===== src/rtl/serial_subtractor_4bit.sv =====
// Bit-serial two's-complement subtractor: D = A - B - Bin, LSB first, one bit per clock.
// A single full-subtractor cell walks the captured operands under an idle/shift/done FSM.
module serial_subtractor_4bit #(
  parameter int unsigned WIDTH = 4
) (
  input  logic             clk,
  input  logic             rst,
  input  logic             start,
  input  logic [WIDTH-1:0] A,
  input  logic [WIDTH-1:0] B,
  input  logic             Bin,
  output logic             ready,
  output logic [WIDTH-1:0] D,
  output logic             Bout,
  output logic             done
);

  localparam int unsigned CntW = $clog2(WIDTH);
  localparam logic [CntW-1:0] CntLast = CntW'(WIDTH - 1);

  typedef enum logic [1:0] {StIdle, StShift, StDone} state_e;

  state_e           state_q, state_d;
  logic [WIDTH-1:0] a_q, a_d;
  logic [WIDTH-1:0] b_q, b_d;
  logic             br_q, br_d;
  logic [WIDTH-1:0] res_q, res_d;
  logic [CntW-1:0]  cnt_q, cnt_d;
  logic [WIDTH-1:0] d_q, d_d;
  logic             bout_q, bout_d;
  logic             done_q, done_d;
  logic             diff_bit;
  logic             borrow_nxt;

  // Full-subtractor cell on the current LSBs of the operand shift registers.
  always_comb begin
    diff_bit   = a_q[0] ^ b_q[0] ^ br_q;
    borrow_nxt = (~a_q[0] & b_q[0]) | (~(a_q[0] ^ b_q[0]) & br_q);
  end

  // Next-state logic: capture on accepted start, shift one bit per cycle, pulse done.
  always_comb begin
    state_d = state_q;
    a_d     = a_q;
    b_d     = b_q;
    br_d    = br_q;
    res_d   = res_q;
    cnt_d   = cnt_q;
    d_d     = d_q;
    bout_d  = bout_q;
    done_d  = 1'b0;
    unique case (state_q)
      StIdle: begin
        if (start) begin
          a_d     = A;
          b_d     = B;
          br_d    = Bin;
          cnt_d   = '0;
          state_d = StShift;
        end
      end
      StShift: begin
        a_d   = a_q >> 1;
        b_d   = b_q >> 1;
        br_d  = borrow_nxt;
        // Difference bits enter at the MSB so bit 0 lands at the LSB after WIDTH shifts.
        res_d = {diff_bit, res_q[WIDTH-1:1]};
        cnt_d = cnt_q + CntW'(1);
        if (cnt_q == CntLast) begin
          d_d     = res_d;
          bout_d  = borrow_nxt;
          done_d  = 1'b1;
          state_d = StDone;
        end
      end
      StDone: begin
        state_d = StIdle;
      end
      default: begin
        state_d = StIdle;
      end
    endcase
  end

  // State and datapath registers; async reset aborts any operation in flight.
  always_ff @(posedge clk or posedge rst) begin
    if (rst) begin
      state_q <= StIdle;
      a_q     <= '0;
      b_q     <= '0;
      br_q    <= 1'b0;
      res_q   <= '0;
      cnt_q   <= '0;
      d_q     <= '0;
      bout_q  <= 1'b0;
      done_q  <= 1'b0;
    end else begin
      state_q <= state_d;
      a_q     <= a_d;
      b_q     <= b_d;
      br_q    <= br_d;
      res_q   <= res_d;
      cnt_q   <= cnt_d;
      d_q     <= d_d;
      bout_q  <= bout_d;
      done_q  <= done_d;
    end
  end

  // Outputs come straight from flops; ready decodes the state register only.
  always_comb begin
    ready = (state_q == StIdle);
    D     = d_q;
    Bout  = bout_q;
    done  = done_q;
  end

endmodule


===== config.mk =====
export PLATFORM = sky130hd
export DESIGN_NAME = serial_subtractor_4bit
export DESIGN_NICKNAME = d
export VERILOG_FILES = /design/src/rtl/serial_subtractor_4bit.sv
export SDC_FILE = /design/constraint.sdc
export NUM_CORES = 1
export LEC_CHECK = 0
export CAP_MARGIN = 15
export CORE_MARGIN = 2
export CORE_UTILIZATION = 49
export CTS_CLUSTER_SIZE = 24
export DETAILED_ROUTE_END_ITERATION = 8
export PLACE_DENSITY = 0.74
export SKIP_CTS_REPAIR_TIMING = 1
export SLEW_MARGIN = 15
export SYNTH_ARGS = -nofsm -noshare
export SYNTH_HDL_FRONTEND = slang
export SYNTH_SLANG_ARGS = --single-unit

===== constraint.sdc =====
create_clock -name clk -period 1.61 [get_ports clk]
set_input_delay 0.322 -clock clk [delete_from_list [all_inputs] [get_ports clk]]
set_output_delay 0.322 -clock clk [all_outputs]
set_load 0.1 [all_outputs]

==> results of run 1 <==
## worst paths after layout
path | startpoint | endpoint | depth (start not counted)
setup / recovery | state_q[1]$_DFFE_PP0P_ | ready | 3
hold / removal | rst | a_q[0]$_DFFE_PP0P_ | 3
setup reg to reg | br_q$_DFFE_PP0P_ | D[3]$_DFFE_PP0P_ | 3
hold reg to reg | state_q[1]$_DFFE_PP0P_ | state_q[0]$_DFFE_PP0P_ | 1
max in group asynchronous | rst | state_q[0]$_DFFE_PP0P_ | 3
min in group clk | state_q[1]$_DFFE_PP0P_ | state_q[0]$_DFFE_PP0P_ | 1
## registers in the layout (all words and copies together) (netlist names)
signal	flops
b_q	4
br_q	1
D	4
state_q	2
done	1
cnt_q	2
Bout	1
res_q	3
a_q	4
## power breakdown
| group | internal (mW) | total, mW | switching (mW) |
|---|---|---|---|
| Clock | 0.138 | 0.311 | 0.173 |
| Combinational | 0.670 | 1.71 | 1.03 |
| Sequential | 0.810 | 1.04 | 0.229 |
## worst min-delay path: stages
cell and delay, ps:
clkdlybuf4s50_1 410, inv_1 60, buf_4 270
## through the flow
step | hold WS (ps) | cell area [µm²] | setup WS (ps)
finish | 340 | 1320 | 65.2
detailed placement | 468 | 1280 | 50.6
floorplan | 311 | 988 | 181
global route | 383 | 1320 | 7.95
global placement | 460 | 1280 | 111
CTS | 347 | 1310 | -6.71
## cell families after synthesis
| group | synth area share |
|---|---|
| AOI/OAI and AO/OA | 0.170 |
| muxes | 0.0459 |
| adders and majority gates | 0.0332 |
| buffers and inverters | 0.0536 |
| and+or+nand+nor | 0.136 |
| DFF | 0.561 |
## synthesized netlist by cell type
cell type  number  area share
o31ai_1         1      0.0077
fa_1            1       0.020
buf_2           3       0.015
nand2_1        14       0.054
mux2_2          4       0.046
nor2b_1         2       0.013
dfrtp_1        22        0.56
ha_1            1       0.013
buf_6           1       0.011
o221a_2         1       0.011
nand2b_1        2       0.013
nor2_1          4       0.015
and2b_1         1      0.0077
nand3b_1        1      0.0077
o21ai_0         8       0.041
a221oi_2        1       0.015
a21oi_1         6       0.031
or3_1           1      0.0064
nand3b_4        1       0.020
o22ai_1        10       0.064
inv_1           7       0.027
## metal layers
layer / wire length, µm / share of wire
met5: 0 / 0
met4: 34 / 0.018
met3: 103 / 0.056
met2: 907 / 0.49
met1: 798 / 0.43
## area by class of cell
cell class              instances  area [µm²]  share of cell area
clock buffers                   4        36.3              0.0274
inverters                       7        26.3              0.0199
multi-input cells              59         385               0.291
flip-flops and latches         22         553               0.418
well taps                      27        33.8              0.0255
repair buffers                 23         288               0.218
==> impl_metrics.json, run 1 <==
{
  "drive_above_1_share": 0.226,
  "firstDrtPassIters": 4,
  "row_count": 16,
  "worstPathArrival_ps": 1220,
  "ant_nets": 0,
  "crit_chain": "buf_4 > nor2_4 > buf_12",
  "track_usage": 0.173,
  "nets": 130,
  "path_delay_family": "flip-flops",
  "crit_type": "reg2out",
  "syn_inst": 92,
  "fin_util": 0.688,
  "clkTransAtPathRegs_ps": 130,
  "numCtsBuffers": 3,
  "grt_overflow": 0,
  "synthDistinctLibCells": 21,
  "ys_warn_count": 0,
  "r2r_slack_ps": 250,
  "gp_congestion": 0.779,
  "wire_per_inst_um": 13.0,
  "io-pin-count": 19,
  "hpwl_mm": 1.33,
  "power_mw": 3.05,
  "dp_cells": 137,
  "final_cell_mix": "dfrtp_1, nand2_1, clkdlybuf4s50_1",
  "crit_required_ps": 1290,
  "worst-slew-pin-transition_ps": 372,
  "grt-busiest-layer": "met2",
  "ir_drop_uv": 1680,
  "max_slew_margin": 0.752,
  "route.detailed.drc": 0,
  "final_cells": 142,
  "critPathBufInv": 2,
  "final_common_cell": "dfrtp_1",
  "worst_setup_path_end_kind": "output port",
  "antenna_cells": 0,
  "dieHeight_um": 48.7,
  "grt_pass1_wl_mm": 3.13,
  "antenna_found_initial": 0,
  "syn_to_final_growth_pct": 34.8,
  "ys_ff_latch": 22,
  "rsz0062_at_grt": "no",
  "start_util": 0.510,
  "drv_cap": 0,
  "vias_per_cell": 5.36,
  "post-route-period-util": 0.960,
  "fin_tns_setup_ps": 0,
  "chipWidth_um": 48.7,
  "grt_pass1_vias": 696,
  "cts_tree": "yes",
  "drt_wl_total_mm": 1.84,
  "die_area_um2": 2380,
  "grt_max_degree": 23,
  "cts.sinks": 22,
  "start_kind": "flop",
  "status": "finished, final reports clean",
  "finalSetupViolations": 0,
  "cts.path.max_buffers": 2,
  "vias": 761,
  "clock_latency_ps": 320,
  "ys_seq_area_frac": 0.561,
  "p_leak_nw": 0.623,
  "first_iter_violations": 14,
  "clock_skew_ps": 10.2,
  "grt_use_met2": 0.258,
  "met3_usage": 0.0463,
  "max_freq_ghz": 0.647,
  "drv_slew": 0,
  "core_area_um2": 1920,
  "syn-cell-area_um2": 981,
  "slowest_stage": "dfrtp_2",
  "syn_area_per_cell_um2": 10.7,
  "cts-root-buf": "clkbuf_4",
  "p_per_area_nw_per_um2": 2310,
  "min_path_type": "in2async",
  "num-fill-cells": 155,
  "max_stage_delay_ps": 450,
  "gr-usage-met1": 0.235,
  "io_buffers": 18,
  "hold_viol": 0,
  "h-tree-depth": 1,
  "layout_min_cycle_time_ps": 1540,
  "cp_max_fo": 8,
  "synth_fp_nets": 106
}
Note: power is estimated with default switching activity, not from simulation.
==> run 2, diff against run 1 <==
PLACE_DENSITY = unset   (was 0.74)
PLACE_DENSITY_LB_ADDON = 0.12   (was unset)
==> run 2 against run 1 <==
Net effect: maximum frequency up 3.1%; largest power group unchanged; count of clock-buffer cells in the layout down 1; utilization down 0.39 points; hold slack worse by 2.5 ps; largest cell class unchanged; first-iteration DRC count up 21%; critical path type unchanged; critical path depth unchanged.
==> impl_metrics.json, run 2 (synthesis results as in run 1) <==
{
  "r2r_slack_ps": 270,
  "final_cell_mix": "dfrtp_1, nand2_1, clkdlybuf4s50_1",
  "hold_slack_ps": 338,
  "first_iter_violations": 17,
  "worstReg2RegEnd": "a_q[2]$_DFFE_PP0P_",
  "wire_per_inst_um": 13.3,
  "antenna_found_initial": 0,
  "p_per_area_nw_per_um2": 2290,
  "hold_viol": 0,
  "hpwl_mm": 1.42,
  "core_area_um2": 1920,
  "dieHeight_um": 48.7,
  "r2r_cells": 3,
  "drv_cap": 0,
  "worstPathArrival_ps": 1180,
  "io-pin-count": 19,
  "track_usage": 0.192,
  "worst-slew-pin-transition_ps": 380,
  "worst_setup_path_end_kind": "output port",
  "startpoint": "state_q[1]$_DFFE_PP0P_",
  "start_util": 0.510,
  "cts_tree": "yes",
  "gp_congestion": 0.781,
  "drive_above_1_share": 0.217,
  "cp_max_fo": 6,
  "chipWidth_um": 48.7,
  "cts.path.max_buffers": 2,
  "multi_input_area_um2": 385,
  "io_buffers": 18,
  "num-fill-cells": 163,
  "route.detailed.drc": 0,
  "h-tree-depth": 1,
  "clkTransAtPathRegs_ps": 110,
  "min_path_type": "in2async",
  "grt_pass1_wl_mm": 3.51,
  "nets": 131,
  "post-route-period-util": 0.931,
  "drv_slew": 0,
  "ant_nets": 0,
  "crit_path_end": "ready",
  "clock_latency_ps": 300,
  "start_kind": "flop",
  "firstDrtPassIters": 4,
  "vias_per_cell": 5.33,
  "antenna_cells": 0,
  "crit_required_ps": 1290,
  "layout_min_cycle_time_ps": 1500,
  "fin_util": 0.684,
  "p_leak_nw": 0.621,
  "clock_skew_ps": 4.48,
  "cts-root-buf": "clkbuf_4",
  "row_count": 16,
  "drt_wl_total_mm": 1.88,
  "vias": 757,
  "max_freq_ghz": 0.667,
  "ir_drop_uv": 1570,
  "die_area_um2": 2380,
  "max_slew_margin": 0.747,
  "crit_type": "reg2out",
  "status": "finished, final reports clean",
  "r2r_start": "state_q[1]$_DFFE_PP0P_",
  "rsz0062_at_grt": "no",
  "finalSetupViolations": 0,
  "grt_max_degree": 23,
  "grt_pass1_vias": 775,
  "seq_area_um2": 552,
  "final_common_cell": "dfrtp_1",
  "syn_to_final_growth_pct": 34.1,
  "cts.sinks": 22,
  "numCtsBuffers": 3,
  "grt_overflow": 0
}
-- run 2: worst max-delay path, cell delays in order (launching register included) --
cell	delay (ps)
dfrtp_2	420
buf_4	160
nor2_4	110
buf_12	180
-- run 2: worst min path at each step --
stage                          from                   end  slack (ps)  cells after the start
2_1_floorplan                   rst      Bout$_DFFE_PP0P_         310                      1
5_1_grt                         rst      D[3]$_DFFE_PP0P_         400                      3
3_5_place_dp   res_q[1]$_DFFE_PP0P_  res_q[1]$_DFFE_PP0P_         480                      2
3_3_place_gp   res_q[1]$_DFFE_PP0P_  res_q[1]$_DFFE_PP0P_         460                      2
6_report                        rst    a_q[0]$_DFFE_PP0P_         340                      3
4_1_cts                         rst    a_q[0]$_DFFE_PP0P_         340                      3
-- run 2: power breakdown --
| part | total, mW | switching, mW | internal, mW |
|---|---|---|---|
| sequential | 1.02 | 0.214 | 0.807 |
| clock | 0.238 | 0.151 | 0.0874 |
| combinational | 1.75 | 1.06 | 0.692 |
| total | 3.01 | 1.42 | 1.59 |
-- run 2: per-stage QoR --
stage | cells | total power [mW] | setup WS, ps | TNS, ps | cell area (µm²)
floorplan | 92 | 2.20 | 181 | 0 | 988
global placement | 138 | 2.72 | 116 | 0 | 1280
detailed placement | 138 | 2.78 | 102 | 0 | 1280
CTS | 141 | 3.02 | -33.4 | -33.4 | 1310
global route | 142 | 3.23 | 59.7 | 0 | 1320
finish | 142 | 3.01 | 111 | 0 | 1320
-- run 2: layout make-up --
type / count / area share
sequential: 22 / 0.420
multi-input combinational: 59 / 0.293
clock buffer: 3 / 0.0171
timing repair buffer: 24 / 0.225
tap: 27 / 0.0257
inverter: 7 / 0.0200
-- run 2: layer usage --
layer / GRT usage / vias to the layer above / part of all wire
met5: 0 / - / 0
met4: 0.0857 / 0 / 0.021
met3: 0.0401 / 5 / 0.046
met2: 0.315 / 18 / 0.53
met1: 0.245 / 367 / 0.41
li1: - / 367 / -
